### src/rtl/keylimepi_uart_pkg.sv
// Shared constants and enums for the UART frame decoder.
package keylimepi_uart_pkg;

  localparam logic [7:0] SOF = 8'hA5;

  typedef enum logic [1:0] {
    ERR_NONE    = 2'b00,
    ERR_CHK     = 2'b01,
    ERR_LEN     = 2'b10,
    ERR_TIMEOUT = 2'b11
  } err_code_e;

  typedef enum logic [2:0] {
    ST_IDLE,
    ST_CMD,
    ST_LEN,
    ST_PAYLOAD,
    ST_CHECK,
    ST_HOLD
  } dec_state_e;

endpackage

### src/rtl/uart_timeout_timer.sv
// Inter-byte idle timer: counts while enabled, strobes expired on the last count.
module uart_timeout_timer #(
  parameter int unsigned TIMEOUT_CLKS = 100000
) (
  input  logic clk,
  input  logic rst_n,
  input  logic i_clear,
  input  logic i_enable,
  output logic o_expired
);

  localparam int unsigned CW = (TIMEOUT_CLKS > 1) ? $clog2(TIMEOUT_CLKS) : 1;
  localparam logic [CW-1:0] LAST = CW'(TIMEOUT_CLKS - 1);

  logic [CW-1:0] r_cnt;

  always_ff @(posedge clk or negedge rst_n) begin
    if (!rst_n) begin
      r_cnt <= '0;
    end else if (i_clear || !i_enable) begin
      r_cnt <= '0;
    end else if (r_cnt != LAST) begin
      r_cnt <= r_cnt + 1'b1;
    end
  end

  // A clear in the same cycle (incoming byte) always beats expiry.
  assign o_expired = i_enable && !i_clear && (r_cnt == LAST);

endmodule

### src/rtl/uart_frame_decoder.sv
// Decodes SOF/CMD/LEN/payload/CHK frames from a byte stream and holds them for a consumer.
module uart_frame_decoder
  import keylimepi_uart_pkg::*;
#(
  parameter int unsigned MAX_LEN      = 16,
  parameter int unsigned TIMEOUT_CLKS = 100000,
  localparam int unsigned AW          = (MAX_LEN > 1) ? $clog2(MAX_LEN) : 1
) (
  input  logic          clk,
  input  logic          rst_n,
  input  logic [7:0]    rx_byte,
  input  logic          rx_valid,
  output logic          frame_ready,
  input  logic          frame_ack,
  output logic [7:0]    frame_cmd,
  output logic [7:0]    frame_len,
  input  logic [AW-1:0] rd_addr,
  output logic [7:0]    rd_data,
  output logic          err_valid,
  output logic [1:0]    err_code,
  output logic          overrun
);

  dec_state_e r_state;
  err_code_e  r_err_code;
  logic [7:0] r_cmd;
  logic [7:0] r_len;
  logic [7:0] r_idx;
  logic [7:0] r_xor;
  logic [7:0] r_frame_cmd;
  logic [7:0] r_frame_len;
  logic       r_frame_ready;
  logic       r_err_valid;
  logic       r_overrun;
  logic [7:0] r_buf [MAX_LEN];

  logic w_active;
  logic w_expired;
  logic w_buf_we;

  assign w_active = (r_state == ST_CMD) || (r_state == ST_LEN) ||
                    (r_state == ST_PAYLOAD) || (r_state == ST_CHECK);
  assign w_buf_we = rx_valid && (r_state == ST_PAYLOAD);

  uart_timeout_timer #(
    .TIMEOUT_CLKS(TIMEOUT_CLKS)
  ) u_timer (
    .clk      (clk),
    .rst_n    (rst_n),
    .i_clear  (rx_valid),
    .i_enable (w_active),
    .o_expired(w_expired)
  );

  always_ff @(posedge clk) begin
    if (w_buf_we) begin
      r_buf[r_idx[AW-1:0]] <= rx_byte;
    end
  end

  always_ff @(posedge clk or negedge rst_n) begin
    if (!rst_n) begin
      r_state       <= ST_IDLE;
      r_err_code    <= ERR_NONE;
      r_cmd         <= '0;
      r_len         <= '0;
      r_idx         <= '0;
      r_xor         <= '0;
      r_frame_cmd   <= '0;
      r_frame_len   <= '0;
      r_frame_ready <= 1'b0;
      r_err_valid   <= 1'b0;
      r_overrun     <= 1'b0;
    end else begin
      r_err_valid <= 1'b0;
      r_overrun   <= 1'b0;
      if (rx_valid) begin
        unique case (r_state)
          ST_IDLE: begin
            if (rx_byte == SOF) r_state <= ST_CMD;
          end
          ST_CMD: begin
            r_cmd   <= rx_byte;
            r_xor   <= rx_byte;
            r_state <= ST_LEN;
          end
          ST_LEN: begin
            r_len <= rx_byte;
            r_xor <= r_xor ^ rx_byte;
            r_idx <= '0;
            if (rx_byte == 8'd0) begin
              r_state <= ST_CHECK;
            end else if (rx_byte > 8'(MAX_LEN)) begin
              r_err_valid <= 1'b1;
              r_err_code  <= ERR_LEN;
              r_state     <= ST_IDLE;
            end else begin
              r_state <= ST_PAYLOAD;
            end
          end
          ST_PAYLOAD: begin
            r_xor <= r_xor ^ rx_byte;
            r_idx <= r_idx + 8'd1;
            if (r_idx == r_len - 8'd1) r_state <= ST_CHECK;
          end
          ST_CHECK: begin
            if (rx_byte == r_xor) begin
              r_frame_ready <= 1'b1;
              r_frame_cmd   <= r_cmd;
              r_frame_len   <= r_len;
              r_state       <= ST_HOLD;
            end else begin
              r_err_valid <= 1'b1;
              r_err_code  <= ERR_CHK;
              r_state     <= ST_IDLE;
            end
          end
          ST_HOLD: begin
            // Release and a new byte together: the byte is handled as if already idle.
            if (frame_ack) begin
              r_frame_ready <= 1'b0;
              r_state       <= (rx_byte == SOF) ? ST_CMD : ST_IDLE;
            end else begin
              r_overrun <= 1'b1;
            end
          end
          default: r_state <= ST_IDLE;
        endcase
      end else if (r_state == ST_HOLD) begin
        if (frame_ack) begin
          r_frame_ready <= 1'b0;
          r_state       <= ST_IDLE;
        end
      end else if (w_expired) begin
        r_err_valid <= 1'b1;
        r_err_code  <= ERR_TIMEOUT;
        r_state     <= ST_IDLE;
      end
    end
  end

  assign frame_ready = r_frame_ready;
  assign frame_cmd   = r_frame_cmd;
  assign frame_len   = r_frame_len;
  assign rd_data     = r_buf[rd_addr];
  assign err_valid   = r_err_valid;
  assign err_code    = r_err_code;
  assign overrun     = r_overrun;

endmodule

### config.mk
export PLATFORM = sky130hd
export DESIGN_NAME = uart_frame_decoder
export DESIGN_NICKNAME = d
export VERILOG_FILES = /design/src/rtl/keylimepi_uart_pkg.sv /design/src/rtl/uart_timeout_timer.sv /design/src/rtl/uart_frame_decoder.sv
export SDC_FILE = /design/constraint.sdc
export NUM_CORES = 1
export LEC_CHECK = 0
export CORE_UTILIZATION = 35
export DETAILED_ROUTE_END_ITERATION = 7
export GPL_TIMING_DRIVEN = 1
export PLACE_DENSITY = 0.64
export SYNTH_ARGS = -nofsm -noshare
export SYNTH_HDL_FRONTEND = slang
export SYNTH_HIERARCHICAL = 1
export SYNTH_SLANG_ARGS = --single-unit
### constraint.sdc
create_clock -name clk -period 2.4 [get_ports clk]
set_input_delay 0.36 -clock clk [delete_from_list [all_inputs] [get_ports clk]]
set_output_delay 0.36 -clock clk [all_outputs]
set_load 0.05 [all_outputs]
-- Yosys cells after proc, flatten, opt, wreduce, memory -nomap -nowiden
Memory sizes are Yosys's and may differ from the RTL's.
Cells that the tools add are included.
- bits in registers: 73
- latch bits: 0
- RAM bits: 128
- bits in read-only memories: 0
- input port bits: 16
- memories: 1
- memories (name ; depth ; bits a word ; read ports ; clocked after Yosys merged registers in ; write ports ; RTL line ; RTL):
    r_buf ; 16 ; 8 ; 1 ; 0 ; 1 ; uart_frame_decoder.sv:35 ; logic [7:0] r_buf [MAX_LEN];
- add/subtract/negate cells: 3
- multiply operators: 0
- div/mod/pow operators: 0
- order comparisons: 1
- eq/ne operators: 19
- shift-type cells: 0
- mux-type cells: 40
- bitwise operators: 1
- reduce and logical (&&, ||, !) cells: 27
- operator list (operator ; count):
    2-to-1 mux 17 bit ; 2
    case mux 8 bit (2 select lines) ; 2
    2-to-1 mux 3 bit ; 9
    case mux 3 bit (6 select lines) ; 1
    adder 17 x 1 -> 17 bit (second input constant) ; 1
    equality test 17 bit (second input constant) ; 1
    != test 17 bit (second input constant) ; 1
    equality test 8 bit ; 2
    2-to-1 mux 1 bit ; 16
    2-to-1 mux 2 bit ; 7
    nonzero test 2 bit ; 6
    != test 3 x 2 -> 1 bit (second input constant) ; 3
    != test 3 bit (second input constant) ; 3
    adder 8 x 1 -> 8 bit (second input constant) ; 1
    equality test 8 bit (second input constant) ; 1
    > comparator 8 x 5 -> 1 bit (second input constant) ; 1
    zero test 8 bit ; 1
    AND reduction 2 bit ; 4
    subtractor 8 x 1 -> 8 bit (second input constant) ; 1
    bitwise XOR 8 bit ; 1
    equality test 3 x 2 -> 1 bit (second input constant) ; 2
    equality test 3 bit (second input constant) ; 2
    AND reduction 3 bit ; 2
    AND reduction 6 bit ; 1
    12 further kinds ; 20

-- Longest topological paths before layout
Gate-level depths: netlist of the first run.
- depth in word-level cells: 9
- gate-level depth with buffers: 12

-- Modules after synthesis
Netlist of the first run, hierarchy kept.
- by module, submodules not included (module ; instances ; cells an instance ; area each (sq um) ; sequential area each (sq um)):
    uart_frame_decoder ; 1 ; 471 ; 7751.2 ; 5245.0
    uart_timeout_timer ; 1 ; 97 ; 955.9 ; 425.4

-- Worst setup path after synthesis of the first run
Ideal clock, no wire load.
- kind: in2out
- start point: input port rd_addr[0]
- end point: output port rd_data[0]
- arrival: 2032 ps
- path slack: 8 ps
- stages: 4
- cell sequence: clkbuf_1 -> buf_2 -> mux4_2 -> mux4_2
- word-level cells in the longest chain between the ends: 1
- RTL lines (item ; RTL line ; RTL):
    start: declaration ; uart_frame_decoder.sv:17 ; input logic [AW-1:0] rd_addr,
    memory read (16 x 8 bit) ; - ;
    end: declaration ; uart_frame_decoder.sv:18 ; output logic [7:0] rd_data,
No other way between the ends.

-- Worst setup path in the final report of the first run
- start point: memory r_buf[3][0]
- end point: output port rd_data[0]
- word-level cells in the longest chain between the ends: 1
- RTL lines (item ; RTL line):
    start: declaration ; uart_frame_decoder.sv:35
    memory read (16 x 8 bit) ; -
No other way between the ends.

==> results of run 1 <==
per-stage QoR:
stage	instances	setup WS (ps)	setup TNS (ps)	hold slack [ps]	instance area [sq um]
2_1_floorplan	568	7.96	0	64.4	8710
3_3_place_gp	970	-127	-741	383	9950
3_5_place_dp	970	-143	-842	394	9950
4_1_cts	1014	-51.8	-194	400	10800
5_1_grt	1015	-82.6	-401	424	10800
6_report	1015	-43.5	-97.7	383	10800
layer usage:
layer / part of all wire / routed length [um] / vias to the layer above / global-route usage
li1: - / - / 2371 / -
met1: 0.45 / 8760 / 2656 / 0.216
met2: 0.48 / 9310 / 147 / 0.256
met3: 0.052 / 1020 / 23 / 0.0229
met4: 0.018 / 359 / 0 / 0.0450
met5: 0 / 0 / - / 0
layout make-up:
type | instances | area, sq um
fill | 2132 | 13600
sequential | 201 | 5670
multi-input combinational | 330 | 2890
timing repair buffer | 108 | 1030
clock buffer | 26 | 587
tap | 324 | 405
clock inverter | 16 | 156
inverter | 10 | 37.5
layout by cell type, fill, tap and decap left out, types with 9 or more instances in the layout:
cell,n
nand2_1,49
inv_1,9
mux4_2,40
xnor2_1,21
xor2_1,18
o21ai_0,19
mux2_2,29
nor2_1,37
clkdlybuf4s50_1,33
buf_4,56
clkbuf_16,23
edfxtp_1,128
nand3_1,13
dfrtp_1,73
nor3_1,10
sequential cells by signal, summed over array words and instances, names as in the netlist:
signal	count
r_buf	128
u_timer/r_cnt	17
frame_cmd	8
frame_len	8
r_cmd	8
r_idx	8
r_len	8
r_xor	8
r_state	3
err_code	2
err_valid	1
frame_ready	1
overrun	1
where the power goes:
group          internal [mW]  switching (mW)  total [mW]
Combinational          0.829           0.934        1.76
Sequential              3.97           0.260        4.23
Clock                   2.00            1.40        3.40
cell families (layout without fill, tap and decap cells):
family | count (synthesis) | after routing | synth area share
multiplexers | 74 | 74 | 0.147
adder cells (fa/ha/maj) | 6 | 6 | 0.00862
AND/OR/NAND/NOR | 165 | 165 | 0.0999
buffers and inverters | 37 | 160 | 0.0184
AO/OA/AOI/OAI | 45 | 45 | 0.0343
flip-flops | 201 | 201 | 0.651
XOR/XNOR | 40 | 40 | 0.0402
path summary, 6_finish.rpt:
check,slack (ps),endpoint,start,depth (start not counted)
max in group asynchronous,1450,r_len[4],rst_n,3
worst min register to register,500,frame_len[4],frame_len[4],1
worst max-delay path,-40,rd_data[0],r_buf[3][0],3
worst min-delay path,380,u_timer/r_cnt[6],rst_n,2
min in group clk,430,overrun,frame_ack,2
worst max register to register,90,r_state[2],r_len[1],7
timing repair:
item | CTS | global route
hold buffers | 1 | 0
buffers inserted | 0 | 1
setup endpoints to repair | 8 | 9
cloned | 1 | 0
pin swaps | 0 | 1
resized for setup | 10 | 3
hold endpoints to repair | 40 | 0
critical path, stage by stage (launching register included):
cell and delay [ps]:
edfxtp_1 390, mux4_2 480, mux4_2 520, buf_6 180
==> impl_metrics.tcl, run 1 <==
set metrics [dict create \
    setup_ws_ps -43.5 \
    drive_above_1_share 0.287 \
    antenna_cells 0 \
    critPathLaunchType "flip-flop" \
    setup_violations 4 \
    io_pins 45 \
    final_util 0.442 \
    nets 696 \
    outcome "complete, but fails checks" \
    worstPathMaxFanout 1 \
    violations "negative setup slack" \
    ir_worst_vdd_mv 0.534 \
    drt_pass1_iterations 5 \
    clk_latency_ps 520 \
    wire_per_inst_um 19.2 \
    dr_total_vias 5197 \
    gr-total-overflow 0 \
    synth-seq-area-share 0.651 \
    clock-sinks 201 \
    yosysUniqueCellTypes 58 \
    io_buffers 44 \
    async_flop_share 0.363 \
    power_mw 9.39 \
    drt-vias-per-instance 5.12 \
    drv_slew 0 \
    worst_slew_pin_slew_ps 563 \
    power_density_mw_per_mm2 872 \
    area_growth_syn_to_layout_pct 23.8 \
    ys_ff_latch 201 \
    ctsLongestPathBuffers 3 \
    fin_worst_skew_ps 10.5 \
    rsz0062_at_grt "yes" \
    post-dp-hpwl_mm 12.9 \
    syn_area_per_cell_sq_um 15.3 \
    min_period_ps 2440 \
    synth_top_area_share 0.441 \
    htreeDepth 1 \
    routed_wl_mm 19.4 \
    cts_tree "yes" \
    dieWidth_um 160 \
    synth_top_cell_by_area "edfxtp_1" \
    yosys-top-cells-area "edfxtp_1 44%, dfrtp_1 21%, mux4_2 10%, mux2_2 3.8%, nand2_1 2.1%" \
    grt_max_degree 42 \
    syn_inst 568 \
    syn_nets 590 \
    fin_crit_sh 1.02 \
    start_util 0.357 \
    synthFlopType "edfxtp_1" \
    power.leakage_nw 3.97 \
    slew_headroom 0.625 \
    gp_congestion 0.897 \
    cts_root_buffer "clkbuf_16" \
    grt_pass1_wl_mm 30.6 \
    yosysWarnings 6 \
    worstSetupEndpointType "output pin" \
    fp-row-count 57 \
    die_height_um 160 \
    worstPathArrival_ps 2080 \
    cts_buffers 23 \
    synthMostInstantiatedCell "edfxtp_1" \
    hold_violations 0 \
    synth_edf_count 128 \
    postRouteAntennaNets 0 \
    critPathRequiredTime_ps 2040 \
    dieArea_sq_mm 0.0255 \
    clkTransAtPathRegs_ps 60 \
    antenna_found_initial 0 \
    synth_common_cells "128 x edfxtp_1, 73 x dfrtp_1, 49 x nand2_1, 40 x mux4_2, 37 x nor2_1" \
    path_class "flip-flop to output pin" \
    drt_iter0_drc 334 \
    grt_pass1_vias 5390 \
    syn-cell-area_sq_mm 0.00871 \
    cap_violations 0 \
    fmax_ghz 0.409 \
    remaining_drc_errors 0 \
    grtUsageTotal 0.156 \
    core_area_sq_mm 0.0244 \
    worstHoldPathType "input port to async pin" \
]
Power figures use the tool's default switching activity.
==> inputs of run 2 (changes only) <==
--- a/config.mk
+++ b/config.mk
@@ -5,11 +5,13 @@
 export SDC_FILE = /design/constraint.sdc
 export NUM_CORES = 1
 export LEC_CHECK = 0
-export CORE_UTILIZATION = 35
+export CORE_UTILIZATION = 30
 export DETAILED_ROUTE_END_ITERATION = 7
+export GPL_ROUTABILITY_DRIVEN = 0
 export GPL_TIMING_DRIVEN = 1
-export PLACE_DENSITY = 0.64
+export PLACE_DENSITY = 0.58
 export SYNTH_ARGS = -nofsm -noshare
 export SYNTH_HDL_FRONTEND = slang
 export SYNTH_HIERARCHICAL = 1
 export SYNTH_SLANG_ARGS = --single-unit
+export TNS_END_PERCENT = 5
==> run 2 against run 1 <==
The run still ends with negative setup slack left; sequential share of layout area shrank 0.29 points; critical path depth unchanged; routed wire length up 2.6%; via count grew 0.44%; worst setup slack got worse by 7.8 ps; first-iteration DRC count up 34%; clock skew up 8.0 ps; combinational power about the same; core utilization decreased by 6.3 points; total power is 1.2% lower.
==> impl_metrics.tcl, run 2 (synthesized netlist as in run 1, its figures left out) <==
set metrics [dict create \
    clock-sinks 201 \
    antenna_found_initial 0 \
    min_period_ps 2450 \
    wire_per_inst_um 18.6 \
    fp-row-count 62 \
    routed_wl_mm 20.0 \
    dr_total_vias 5220 \
    drive_above_1_share 0.276 \
    drv_slew 0 \
    fin_setup_tns_ps -103 \
    layout_common_cells "128 x edfxtp_1, 73 x dfrtp_1, 55 x buf_4" \
    ctsLongestPathBuffers 3 \
    violations "negative setup slack" \
    final_util 0.379 \
    start_util 0.304 \
    power_density_mw_per_mm2 857 \
    grt_max_degree 39 \
    post-dp-hpwl_mm 13.3 \
    cts_setup_buffers 0 \
    setup_ws_ps -51.3 \
    netSwitchingFraction 0.273 \
    worst_slew_pin_slew_ps 520 \
    cts_buffers 23 \
    worstHoldPathType "input port to async pin" \
    crit_path_max_incr_delay_ps 540 \
    fin_worst_skew_ps 18.5 \
    io_pins 45 \
    gr-total-overflow 0 \
    cts_tree "yes" \
    critPathLaunchType "flip-flop" \
    critical_path.slowest_cell "mux4_2" \
    worstPathMaxFanout 1 \
    drt_pass1_iterations 4 \
    dpl_cell_area_sq_mm 0.0100 \
    setup_violations 4 \
    top_layer "met4" \
    wl_met3_mm 1.05 \
    path_cells "mux4_2, mux4_2, buf_6" \
    core_area_sq_mm 0.0286 \
    hold_violations 0 \
    postRouteAntennaNets 0 \
    worstPathArrival_ps 2090 \
    fin_crit_sh 1.02 \
    htreeDepth 1 \
    nets 696 \
    clkTransAtPathRegs_ps 60 \
    fmax_ghz 0.408 \
    path_class "flip-flop to output pin" \
    dieWidth_um 172 \
    comb_power_share 0.188 \
    worstSetupEndpointType "output pin" \
    hold_ws_ps 375 \
    power.leakage_nw 3.97 \
    cts_root_buffer "clkbuf_16" \
    grt_pass1_wl_mm 31.4 \
    p_clk_frac 0.356 \
    path_common_cell "mux4_2" \
    wl_met1_mm 9.29 \
    largest_register_ff_count 128 \
    ir_worst_vdd_mv 0.496 \
    area_growth_syn_to_layout_pct 24.4 \
    grtUsageTotal 0.141 \
    pre_cts_ws_ps -157 \
    io_buffers 44 \
    die_height_um 172 \
    p_sw_mw 2.53 \
    wl_met2_mm 9.18 \
    antenna_cells 0 \
    layout_commonest_cell "edfxtp_1" \
    outcome "complete, but fails checks" \
    dieArea_sq_mm 0.0297 \
    critPathRequiredTime_ps 2040 \
    grt_pass1_vias 5529 \
    clk_latency_ps 510 \
    remaining_drc_errors 0 \
    design_area_sq_mm 0.0108 \
    slew_headroom 0.648 \
    seq_power_share 0.456 \
    rsz0062_at_grt "yes" \
    intPower_mw 6.75 \
    cap_violations 0 \
    drt_iter0_drc 449 \
    drt-vias-per-instance 4.86 \
]
-- run 2: power by group through the flow --
stage	Combinational, mW	Sequential (mW)	Clock (mW)
final	1.74	4.23	3.30
after global routing	1.91	4.27	3.52
after CTS	1.76	4.23	3.39
after detailed placement	1.72	4.30	0
after global placement	1.68	4.28	0
after floorplan	1.13	4.26	0
-- run 2: final timing paths --
check	to	cells after the start	slack, ps	startpoint
setup / recovery	rd_data[3]	3	-50	r_buf[9][3]
hold / removal	u_timer/r_cnt[14]	2	370	rst_n
setup reg to reg	r_state[2]	7	90	r_len[0]
hold reg to reg	frame_len[2]	1	500	frame_len[2]
max in group asynchronous	r_len[7]	3	1420	rst_n
min in group clk	overrun	2	490	frame_ack
-- run 2: cell type report --
class / count / area [sq um]
repair buffers: 108 / 1040
clock inverters: 12 / 86.3
well taps: 384 / 480
fillers: 2694 / 17800
clock buffers: 30 / 632
inverters: 10 / 37.5
flip-flops and latches: 201 / 5670
multi-input cells: 330 / 2880
-- run 2: worst max-delay path, delay by kind of cell, from the launching register on --
family | cells | cell delay, ps
multiplexers | 2 | 1000
buffers and inverters | 1 | 190
flip-flops | 1 | 390
-- run 2: timing repair --
| item | in CTS | in global routing |
|---|---|---|
| hold buffers | 1 | 0 |
| hold endpoints to repair | 37 | 0 |
| gates resized for setup | 9 | 2 |
| setup endpoints to repair | 8 | 9 |
| gates cloned | 1 | 0 |
-- run 2: stage by stage --
step	instances	power, mW
global route	1075	9.69
CTS	1075	9.38
global placement	1031	5.96
detailed placement	1031	6.02
finish	1075	9.28
floorplan	568	5.39
-- run 2: per-layer routing --
layer | track usage | vias up
met5 | 0 | -
met1 | 0.198 | 2680
met3 | 0.0195 | 36
met4 | 0.0385 | 0
li1 | - | 2365
met2 | 0.228 | 139
==> inputs of run 3 (changes only) <==
--- a/config.mk
+++ b/config.mk
@@ -6,6 +6,7 @@
 export NUM_CORES = 1
 export LEC_CHECK = 0
 export CORE_UTILIZATION = 30
+export CTS_CLUSTER_SIZE = 20
 export DETAILED_ROUTE_END_ITERATION = 7
 export GPL_ROUTABILITY_DRIVEN = 0
 export GPL_TIMING_DRIVEN = 1
@@ -14,4 +15,4 @@
 export SYNTH_HDL_FRONTEND = slang
 export SYNTH_HIERARCHICAL = 1
 export SYNTH_SLANG_ARGS = --single-unit
-export TNS_END_PERCENT = 5
+export TNS_END_PERCENT = 1
==> run 3 against run 2 <==
The flow still finishes with violations (negative setup slack); cell count unchanged; clock skew increased by 1.4 ps; count of clock-buffer cells in the layout unchanged; critical path depth unchanged; sequential power about the same; via count decreased by 0.88%; register-to-register slack about the same; combinational power about the same; final area about the same; first-iteration DRC count increased by 3.1%; critical path type unchanged; critical endpoint unchanged.
==> impl_metrics.tcl, run 3 (synthesized netlist as in run 1, its figures left out) <==
set metrics [dict create \
    outcome "complete, but fails checks" \
    violations "negative setup slack" \
    worst_slew_pin_slew_ps 520 \
    layout_commonest_cell "edfxtp_1" \
    antenna_found_initial 0 \
    power_density_mw_per_mm2 857 \
    intPower_mw 6.75 \
    fin_crit_sh 1.02 \
    dieArea_sq_mm 0.0297 \
    antenna_cells 0 \
    nets 696 \
    layout_common_cells "128 x edfxtp_1, 73 x dfrtp_1, 55 x buf_4" \
    start_util 0.304 \
    reg2reg_slack_ps 80 \
    core_area_sq_mm 0.0286 \
    critPathRequiredTime_ps 2040 \
    fin_setup_tns_ps -100 \
    slew_headroom 0.648 \
    worstPathMaxFanout 1 \
    grt_max_degree 39 \
    crit_path_max_incr_delay_ps 540 \
    critical_path.slowest_cell "mux4_2" \
    cts_setup_buffers 0 \
    drt_pass1_iterations 4 \
    grtUsageTotal 0.141 \
    path_class "flip-flop to output pin" \
    io_pins 45 \
    hold_ws_ps 376 \
    final_util 0.379 \
    rsz0062_at_grt "yes" \
    dieWidth_um 172 \
    r2r_cells 7 \
    largest_register_ff_count 128 \
    grt_pass1_vias 5530 \
    cts_root_buffer "clkbuf_16" \
    fp-row-count 62 \
    comb_power_share 0.188 \
    fin_worst_skew_ps 19.9 \
    worstPathArrival_ps 2080 \
    top_layer "met4" \
    min_period_ps 2440 \
    instances_no_fill 1075 \
    drv_slew 0 \
    wl_met2_mm 9.08 \
    seq_power_share 0.455 \
    critPathLaunchType "flip-flop" \
    worstReg2RegStart "r_len[0]" \
    r2r_end "r_state[2]" \
    worstHoldPathType "input port to async pin" \
    clk_latency_ps 510 \
    area_growth_syn_to_layout_pct 24.5 \
    path_cells "mux4_2, mux4_2, buf_6" \
    p_sw_mw 2.53 \
    drive_above_1_share 0.276 \
    ir_worst_vdd_mv 0.447 \
    cap_violations 0 \
    power_mw 9.28 \
    htreeDepth 1 \
    worstSetupStartpoint "r_buf[9][3]" \
    wl_met1_mm 9.43 \
    p_clk_frac 0.356 \
    postRouteAntennaNets 0 \
    gr-total-overflow 0 \
    die_height_um 172 \
    cts_buffers 23 \
    wire_per_inst_um 18.5 \
    clock-sinks 201 \
    path_common_cell "mux4_2" \
    dr_total_vias 5174 \
    netSwitchingFraction 0.273 \
    setup_violations 4 \
    worstSetupEndpointType "output pin" \
    routed_wl_mm 19.9 \
    wl_met3_um 939 \
    ctsLongestPathBuffers 3 \
    post-dp-hpwl_mm 13.3 \
    setup_ws_ps -41.5 \
    hold_violations 0 \
    cts_tree "yes" \
    drt-vias-per-instance 4.81 \
    power.leakage_nw 3.97 \
    remaining_drc_errors 0 \
    dp.cells 1031 \
    fmax_ghz 0.410 \
    grt_pass1_wl_mm 31.4 \
    io_buffers 44 \
    clkTransAtPathRegs_ps 60 \
    drt_iter0_drc 463 \
]
==> run 3: cell count changes in the layout (fill, tap and decap cells not counted), sizes merged <==
| cell | previous run | this run |
|---|---|---|
| clkinv | 8 | 9 |
| clkinvlp | 1 | 0 |
==> run 3: area by class of cell <==
| type | instances | area (sq um) |
|---|---|---|
| multi-input cells | 330 | 2880 |
| well taps | 384 | 480 |
| inverters | 10 | 37.5 |
| flip-flops and latches | 201 | 5670 |
| clock buffers | 30 | 632 |
| clock inverters | 12 | 87.6 |
| repair buffers | 108 | 1040 |
| fillers | 2695 | 17800 |
==> run 3: worst max-delay path by stage <==
stage | cells past startpoint | end | slack, ps
floorplan | 4 | rd_data[0] | 8
global placement | 5 | rd_data[7] | -140
detailed placement | 5 | rd_data[3] | -160
CTS | 3 | rd_data[3] | -60
global route | 3 | rd_data[3] | -90
finish | 3 | rd_data[3] | -40
==> run 3: power by group through the flow <==
stage / clock [mW] / combinational, mW / sequential, mW
global placement: 0 / 1.68 / 4.28
global route: 3.52 / 1.91 / 4.27
CTS: 3.40 / 1.76 / 4.23
floorplan: 0 / 1.13 / 4.26
detailed placement: 0 / 1.72 / 4.30
finish: 3.31 / 1.75 / 4.23
==> run 3: routing by layer <==
| metal | global-route usage | up-vias |
|---|---|---|
| met5 | 0 | - |
| met4 | 0.0416 | 0 |
| met3 | 0.0195 | 33 |
| met2 | 0.225 | 115 |
| met1 | 0.198 | 2662 |
| li1 | - | 2364 |
==> run 3: worst max-delay path: cells and delay by family (launching register included) <==
| kind | cells | cell delay [ps] |
|---|---|---|
| mux | 2 | 1000 |
| buf+inv | 1 | 190 |
| flops | 1 | 380 |
==> run 3: timing repair <==
action / in CTS / in global routing
endpoints found under the hold margin: 37 / 0
setup endpoints to repair: 8 / 9
hold buffers: 1 / 0
resized for setup: 9 / 2
cloned: 1 / 0
==> run 3: per-stage QoR <==
step	cell area (sq um)	setup slack (ps)
floorplan	8710	7.96
global placement	10000	-138
detailed placement	10000	-157
CTS	10800	-58.6
global route	10800	-93.2
finish	10800	-41.5
